===== config.mk =====
export PLATFORM = sky130hd
export DESIGN_NAME = gshare_branch_pred
export DESIGN_NICKNAME = d
export VERILOG_FILES = /design/src/rtl/gshare_branch_pred.sv
export SDC_FILE = /design/constraint.sdc
export NUM_CORES = 1
export LEC_CHECK = 0
export CORE_UTILIZATION = 51
export CTS_CLUSTER_DIAMETER = 200
export DETAILED_ROUTE_END_ITERATION = 10
export PLACE_DENSITY = 0.93
export SETUP_SLACK_MARGIN = 0.05
export SYNTH_ARGS = -nofsm -noshare
export SYNTH_HDL_FRONTEND = slang
export SYNTH_SLANG_ARGS = --single-unit

===== constraint.sdc =====
create_clock -name clk -period 5.49 [get_ports clk]
set_clock_uncertainty 0.1 [all_clocks]
set_input_delay 1.647 -clock clk [delete_from_list [all_inputs] [get_ports clk]]
set_output_delay 1.647 -clock clk [all_outputs]
set_load 0.03 [all_outputs]

===== src/rtl/gshare_branch_pred.sv =====
// Multi-port gshare predictor: one saturating-counter table indexed by pc ^ ghr, swept to weakly-not-taken after reset.
// Optional GSHARE_BYPASS_EN: same-cycle lookups see the post-feedback ghr and counter.
module gshare_lookup_lane #(
  parameter int PC_W  = 32,
  parameter int IDX_W = 5,
  parameter int GHR_W = 3,
  parameter int CTR_W = 2,
  parameter int DEPTH = 2**IDX_W
) (
  input  logic                         clk,
  input  logic                         rst,
  input  logic                         lookup_en,
  input  logic                         req_valid,
  input  logic [PC_W-1:0]              req_pc,
  input  logic [GHR_W-1:0]             ghr,
  input  logic [DEPTH-1:0][CTR_W-1:0]  tbl,
  output logic                         rsp_valid,
  output logic                         rsp_taken,
  output logic                         rsp_exec_alt,
  output logic [GHR_W-1:0]             rsp_ghr
);
  localparam logic [CTR_W-1:0] WNT = CTR_W'(2**(CTR_W-1)-1);
  localparam logic [CTR_W-1:0] WT  = CTR_W'(2**(CTR_W-1));

  logic [IDX_W-1:0] idx;
  logic [CTR_W-1:0] ctr;
  logic             rsp_valid_d, rsp_taken_d, rsp_exec_alt_d;
  logic [GHR_W-1:0] rsp_ghr_d;
  logic             pc_unused;

  assign pc_unused = ^{req_pc[PC_W-1:IDX_W+2], req_pc[1:0]};

  always_comb begin
    idx            = req_pc[IDX_W+1:2] ^ IDX_W'(ghr);
    ctr            = tbl[idx];
    rsp_valid_d    = lookup_en & req_valid;
    rsp_taken_d    = rsp_valid_d & ctr[CTR_W-1];
    rsp_exec_alt_d = rsp_valid_d & ((ctr == WNT) || (ctr == WT));
    rsp_ghr_d      = rsp_valid_d ? ghr : '0;
  end

  always_ff @(posedge clk or posedge rst) begin
    if (rst) begin
      rsp_valid    <= 1'b0;
      rsp_taken    <= 1'b0;
      rsp_exec_alt <= 1'b0;
      rsp_ghr      <= '0;
    end else begin
      rsp_valid    <= rsp_valid_d;
      rsp_taken    <= rsp_taken_d;
      rsp_exec_alt <= rsp_exec_alt_d;
      rsp_ghr      <= rsp_ghr_d;
    end
  end
endmodule

module gshare_branch_pred #(
  parameter int REQ_PORTS = 3,
  parameter int PC_W      = 32,
  parameter int IDX_W     = 5,
  parameter int GHR_W     = 3,
  parameter int CTR_W     = 2
) (
  input  logic                             clk,
  input  logic                             rst,
  input  logic                             en,
  output logic                             init_done,
  input  logic [REQ_PORTS-1:0]             req_valid,
  input  logic [REQ_PORTS-1:0][PC_W-1:0]   req_pc,
  output logic [REQ_PORTS-1:0]             rsp_valid,
  output logic [REQ_PORTS-1:0]             rsp_taken,
  output logic [REQ_PORTS-1:0]             rsp_exec_alt,
  output logic [REQ_PORTS-1:0][GHR_W-1:0]  rsp_ghr,
  input  logic                             fb_valid,
  input  logic [PC_W-1:0]                  fb_pc,
  input  logic                             fb_taken,
  input  logic [GHR_W-1:0]                 fb_ghr
);
  localparam int               DEPTH   = 2**IDX_W;
  localparam logic [CTR_W-1:0] WNT     = CTR_W'(2**(CTR_W-1)-1);
  localparam logic [CTR_W-1:0] CTR_MAX = '1;

  typedef enum logic {S_INIT, S_RUN} state_e;

  state_e                        state_q, state_d;
  logic [IDX_W-1:0]              sweep_idx_q, sweep_idx_d;
  logic [GHR_W-1:0]              ghr_q, ghr_d, ghr_view;
  logic [DEPTH-1:0][CTR_W-1:0]   tbl_q, tbl_d, tbl_view;
  logic [IDX_W-1:0]              fidx;
  logic [CTR_W-1:0]              fctr;
  logic [GHR_W:0]                ghr_hist;
  logic                          upd, lookup_en;
  logic                          fb_pc_unused;

  assign fb_pc_unused = ^{fb_pc[PC_W-1:IDX_W+2], fb_pc[1:0]};
  assign lookup_en    = (state_q == S_RUN) & en;
  assign upd          = lookup_en & fb_valid;
  assign init_done    = (state_q == S_RUN);

  always_comb begin
    state_d     = state_q;
    sweep_idx_d = sweep_idx_q;
    tbl_d       = tbl_q;
    ghr_d       = ghr_q;
    fidx        = fb_pc[IDX_W+1:2] ^ IDX_W'(fb_ghr);
    fctr        = tbl_q[fidx];
    ghr_hist    = {ghr_q, fb_taken};
    case (state_q)
      S_INIT: begin
        tbl_d[sweep_idx_q] = WNT;
        sweep_idx_d        = sweep_idx_q + 1'b1;
        if (sweep_idx_q == IDX_W'(DEPTH-1)) state_d = S_RUN;
      end
      S_RUN: begin
        if (upd) begin
          if (fb_taken) tbl_d[fidx] = (fctr == CTR_MAX) ? fctr : fctr + 1'b1;
          else          tbl_d[fidx] = (fctr == '0)      ? fctr : fctr - 1'b1;
          ghr_d = ghr_hist[GHR_W-1:0];
        end
      end
      default: state_d = S_INIT;
    endcase
  end

  // Outside INIT, *_d equals *_q unless feedback is applied this cycle, so the _d view is exactly the bypass view.
`ifdef GSHARE_BYPASS_EN
  assign tbl_view = tbl_d;
  assign ghr_view = ghr_d;
`else
  assign tbl_view = tbl_q;
  assign ghr_view = ghr_q;
`endif

  always_ff @(posedge clk or posedge rst) begin
    if (rst) begin
      state_q     <= S_INIT;
      sweep_idx_q <= '0;
      ghr_q       <= '0;
      tbl_q       <= {DEPTH{WNT}};
    end else begin
      state_q     <= state_d;
      sweep_idx_q <= sweep_idx_d;
      ghr_q       <= ghr_d;
      tbl_q       <= tbl_d;
    end
  end

  for (genvar p = 0; p < REQ_PORTS; p++) begin : g_lane
    gshare_lookup_lane #(
      .PC_W(PC_W), .IDX_W(IDX_W), .GHR_W(GHR_W), .CTR_W(CTR_W), .DEPTH(DEPTH)
    ) u_lane (
      .clk          (clk),
      .rst          (rst),
      .lookup_en    (lookup_en),
      .req_valid    (req_valid[p]),
      .req_pc       (req_pc[p]),
      .ghr          (ghr_view),
      .tbl          (tbl_view),
      .rsp_valid    (rsp_valid[p]),
      .rsp_taken    (rsp_taken[p]),
      .rsp_exec_alt (rsp_exec_alt[p]),
      .rsp_ghr      (rsp_ghr[p])
    );
  end
endmodule

# Word-level counts from Yosys, hierarchy flattened
# Index checks and enable logic that the tools add are counted.
# word_totals
mem_count	0
inputBits	139
latchBits	0
reg_bits	91
romBits	0
elab_cells	116
ram_bits	0
# classes
reduce_logical	7
div_mod_pow	0
n_eq_ne	9
bitwise_logic	19
order_cmp	7
mul	0
n_mux	24
addsub	3
n_shift	0
# ops
cell	count
64-bit bitwise mux	2
64-bit 2-to-1 mux	2
64-bit case mux with 2 select lines	1
2-bit binary-select mux with 5-bit select	4
32-bit bitwise AND	1
32-bit inverter	1
32-bit OR	1
5-bit by 6-bit < comparator with 1-bit output, second input constant	5
2-bit demux with 5-bit select	2
5-bit by 3-bit bitwise XOR with 5-bit output	4
2-bit 2-to-1 mux	8
1-bit bitwise AND	11
5-bit by 1-bit >= comparator with 1-bit output, second input constant	2
3-bit 2-to-1 mux	3
2-bit == test, second input constant	4
2-bit by 1-bit == test with 1-bit output, second input constant	3
5-bit by 1-bit adder with 5-bit output, second input constant	1
5-bit == test, second input constant	1
1-bit logical OR	3
2-bit by 1-bit adder with 2-bit output, second input constant	1
1-bit logical AND	2
2-bit zero test	1
1-bit 2-to-1 mux	2
2-bit by 1-bit inequality test with 1-bit output, second input constant	1
other kinds (3)	3

# Logic depth before layout (Yosys ltp)
# depth
depth_word	9
depth_mapped	10
mapped_depth_nobuf	8

# By module
# Synthesis repeated with hierarchy kept, for this count alone.
# unflattened
cells_unflattened	682
area_unflattened_um2	7028.0
# by_module_without_submodules
mod	n_inst	cells_each	area_per_inst_um2	seq_area_each_um2
gshare_branch_pred	1	475	4524.3	1866.8
gshare_lookup_lane	3	69	834.6	150.1

# Worst setup path after synthesis
# Ideal clock, no wire load.
# synth_timing
path_type	input-to-reg
start	input req_pc[2] in the netlist's numbering
end	register g_lane[0].u_lane.rsp_exec_alt
n_path_buf	1
setup_ps	119
path_slack_ps	1505
t_required_ps	5271
path_stages	7
t_arrival_ps	3766
path_cell_list	xnor2_2 > buf_2 > mux4_2 > mux4_2 > mux2i_1 > xnor2_1 > nor2_1
# synth_via
elab_chain_len	6
word_cells_on_any_way	7
classes_between	eq/ne: 2; mux: 2; bitwise: 2; reduce/logical: 1
# synth_lines
item	line	text
start, declared	69	input logic [REQ_PORTS-1:0][PC_W-1:0] req_pc,
5-bit by 3-bit bitwise XOR with 5-bit output (*)	34	idx = req_pc[IDX_W+1:2] ^ IDX_W'(ghr);
2-bit binary-select mux with 5-bit select (*)	35	ctr = tbl[idx];
2-bit 2-to-1 mux (implied by the code) (*)	35	
2-bit by 1-bit == test with 1-bit output / 2-bit == test (equally long branches)	38	rsp_exec_alt_d = rsp_valid_d & ((ctr == WNT) || (ctr == WT));
1-bit logical OR (*)	38	
1-bit bitwise AND (*)	38	
named net g_lane[0].u_lane.rsp_exec_alt_d	27	logic rsp_valid_d, rsp_taken_d, rsp_exec_alt_d;
end signal, assigned	51	rsp_exec_alt <= rsp_exec_alt_d;
end, declared	19	output logic rsp_exec_alt,
# Mark *: on every way through the listed nets, which the timed path passes. The rest lies on a longest branch. The select of a mux whose other input is x is not followed.
# A chain may end at the register's enable or synchronous reset.

# Final worst setup path
# layout_timing
start	input fb_ghr[1]
end	register tbl_q[54] in the netlist's numbering
# layout_via
elab_chain_len	9
word_cells_on_any_way	19
classes_between	add/sub: 2; order compare: 2; eq/ne: 1; mux: 11; bitwise: 1; reduce/logical: 2
# layout_lines
item	line	text
start, declared	77	input logic [GHR_W-1:0] fb_ghr
5-bit by 3-bit bitwise XOR with 5-bit output (*)	105	fidx = fb_pc[IDX_W+1:2] ^ IDX_W'(fb_ghr);
2-bit binary-select mux with 5-bit select (tied with other cells)	106	fctr = tbl_q[fidx];
2-bit 2-to-1 mux (implied by the code) / 1-bit logical AND (equally long branches)	106, 116, 117	
2-bit by 1-bit subtractor with 2-bit output (tied with other cells)	117	else tbl_d[fidx] = (fctr == '0) ? fctr : fctr - 1'b1;
2-bit 2-to-1 mux (tied with other cells)	117	
64-bit bitwise mux (on tied branches)	117, 116	
64-bit 2-to-1 mux (*)	116	if (fb_taken) tbl_d[fidx] = (fctr == CTR_MAX) ? fctr : fctr + 1'b1;
64-bit 2-to-1 mux (*)	115	if (upd) begin
64-bit case mux with 2 select lines (*)	108	case (state_q)
end signal, assigned	139	tbl_q <= {DEPTH{WNT}};
end signal, assigned	144	tbl_q <= tbl_d;
end, declared	88	logic [DEPTH-1:0][CTR_W-1:0] tbl_q, tbl_d, tbl_view;
# Every way passes the cells marked *; elsewhere a longest branch is shown, timed or not. The select of a mux whose other input is x is not followed.

==> flow_summary.toml <==
[status]
status = "finished clean"

[power_and_ir_drop]
peakVddDrop_v = 0.000146
sw_frac_of_total = 0.320
internal-power_mw = 1.42
p_switching_mw = 0.671
clockPowerShare = 0.301
pwr-share-seq = 0.393
powerDensity_nw_per_um2 = 287
leakage_nw = 2.97
p_comb_frac = 0.306
finalPower_mw = 2.10

[routing]
first_pass_iters = 7
vias = 5189
wire_per_inst_um = 24.0
ant_nets = 0
remaining_drc_errors = 0
vias_per_cell = 6.79
first_iter_violations = 728
drt_wl_total_um = 18300

[grt]
grt_use_total = 0.300
grt_antenna_before_repair = 0
grt_max_degree = 51
grt_pass1_vias = 5255
grt_pass1_wl_um = 28700
grt-ovfl-total = 0

[timing]
fin_setup_tns_ns = 0
relSlewSlack = 0.277
slew_viol_final = 0
finalCriticalPeriod_ns = 5.13
finalCritPeriodShare = 0.935
setup-violations-final = 0
rsz0062_at_grt = "false"
finalHoldViolCount = 0
worst_slew_pin_slew_ns = 1.08
max_freq_mhz = 195

[floorplan]
start_util = 0.527
core_area_um2 = 12100
die_h_um = 114
pin_count = 158
rows = 40
die_w_um = 114
die-area_um2 = 12900

[synth]
ys_types = 49
synth_edf_count = 0
syn-cell-area_um2 = 6360
avgSynthCellArea_um2 = 11.6
syn_inst = 548
ys_seq_elements = 91
syn_nets = 692
yosysWarnings = 0
yosysSeqAreaShare = 0.364
async_flop_share = 1.00
synth_ff_type = "dfrtp_1"

[cts]
cts_resized = 0
htreeDepth = 3
cts_buffer_depth = 2
cts_made_buffers = 9
clock_latency_ns = 0.35
clkSlewWorstSetupHoldPaths_ns = 0.07
cts_hold_buf = 0
clockRootBuffer = "clkbuf_16"
cts_setup_buffers = 0
cts.sinks = 91
cts_tree = "built"

[finish]
diodes = 0
utilization = 0.606
final_common_cell = "nand2_1"
fill_cells = 932
mostFrequentLayoutCells = "nand2_1 (74), mux4_2 (65), dfrtp_1 (59)"
drive_above_1_share = 0.267
final_nets = 735
area_growth_syn_to_layout_pct = 15.0

[placed_design]
dp_hpwl_um = 12800
io_buffer_count = 49
gp_congestion = 1.03

[critical_path]
required_ns = 5.62
timing.rr.end = "g_lane[0].u_lane.rsp_exec_alt$_DFF_PP0_"
rr_worst_depth = 7
arrival_ns = 5.26
crit_fanout = 32
start_kind = "input pin"
cp-end-kind = "register"
timing.rr.start = "ghr_q[0]$_DFFE_PP0P_"
rrSetupSlack_ns = 2.08
critPathKind = "in -> reg"

[min_path]
hold_start = "sweep_idx_q[0]$_DFFE_PP0N_"
min_to = "sweep_idx_q[0]$_DFFE_PP0N_"
hold_depth = 1
worst_hold_path_type = "reg -> reg"

[job]
maxCapViolCount = 0
-- worst max-delay path, stage by stage --
cell and delay [ns]:
clkdlybuf4s50_1 0.45, xnor2_1 0.76, mux4_1 0.44, a22oi_1 0.25, nand3_1 0.18, a311oi_2 0.45
nor2b_2 0.11, o21ai_4 0.73, mux2i_1 0.21
-- cells in the mapped netlist, types with 7 or more instances --
cell / instances / area (um^2)
a21oi_1: 33 / 165
and2_1: 10 / 62.6
buf_4: 13 / 97.6
clkbuf_1: 20 / 75.1
dfrtp_1: 59 / 1480
dfstp_2: 32 / 841
inv_1: 7 / 26.3
mux2_1: 9 / 101
mux2i_1: 38 / 380
mux4_2: 65 / 1460
nand2_1: 74 / 278
nand3_1: 33 / 165
nor2_1: 20 / 75.1
nor3b_1: 9 / 67.6
o21ai_1: 24 / 120
xnor2_1: 9 / 78.8
xor2_1: 7 / 61.3
-- per-stage QoR --
stage	instances	setup WS (ns)	hold slack, ns	cell area, um^2
5_1_grt	764	0.271	0.494	7310
3_3_place_gp	748	0.275	0.422	7010
6_report	764	0.360	0.453	7310
3_5_place_dp	748	0.152	0.443	7010
4_1_cts	764	0.494	0.453	7310
2_1_floorplan	548	1.43	0.406	6360
-- logic make-up after synthesis --
kind of cell               count (synthesis)  synth area share
and+or+nand+nor                          169             0.126
xor gates and xnor gates                  21            0.0366
adders and majority gates                  6            0.0120
buffers and inverters                     52            0.0445
DFF                                       91             0.364
AOI/OAI and AO/OA                         88            0.0874
muxes                                    121             0.330
-- routing by layer --
layer / track usage / wire (um) / vias up
li1: - / - / 2154
met1: 0.368 / 6230 / 2463
met2: 0.474 / 8490 / 455
met3: 0.0808 / 2370 / 117
met4: 0.184 / 1230 / 0
met5: 0 / 0 / -
-- power by group through the flow --
stage	combinational, mW	clock [mW]	sequential [mW]
after floorplan	0.466	0	0.807
after global placement	0.608	0	0.824
after detailed placement	0.626	0	0.831
after CTS	0.628	0.631	0.821
after global routing	0.670	0.658	0.832
final	0.641	0.631	0.824
-- state kept, by name, indices dropped and copies added, names as in the netlist --
signal	count
g_lane.u_lane.rsp_valid	3
sweep_idx_q	5
init_done	1
tbl_q	64
g_lane.u_lane.rsp_ghr	9
g_lane.u_lane.rsp_taken	3
g_lane.u_lane.rsp_exec_alt	3
ghr_q	3
-- final cells by class --
cell class,count,area (um^2),share of cell area
clock buffer,11,243,0.0332
clock inverter,5,52.6,0.00719
inverter,7,27.5,0.00377
multi-input combinational,405,3760,0.514
sequential,91,2320,0.317
tap,168,210,0.0288
timing repair buffer,77,701,0.0959
-- how the worst max path moves through the flow --
| stage | startpoint | to | slack (ns) | cells after the start |
|---|---|---|---|---|
| after global placement | fb_ghr[1] | tbl_q[22]$_DFFE_PP1P_ | 0.27 | 9 |
| after floorplan | rst | g_lane[0].u_lane.rsp_exec_alt$_DFF_PP0_ | 1.43 | 1 |
| after detailed placement | fb_ghr[1] | tbl_q[54]$_DFFE_PP1P_ | 0.15 | 9 |
| final | fb_ghr[1] | tbl_q[54]$_DFFE_PP1P_ | 0.36 | 9 |
| after CTS | fb_ghr[1] | tbl_q[54]$_DFFE_PP1P_ | 0.49 | 9 |
| after global routing | fb_ghr[1] | tbl_q[54]$_DFFE_PP1P_ | 0.27 | 9 |
(Power assumes the default switching activity.)
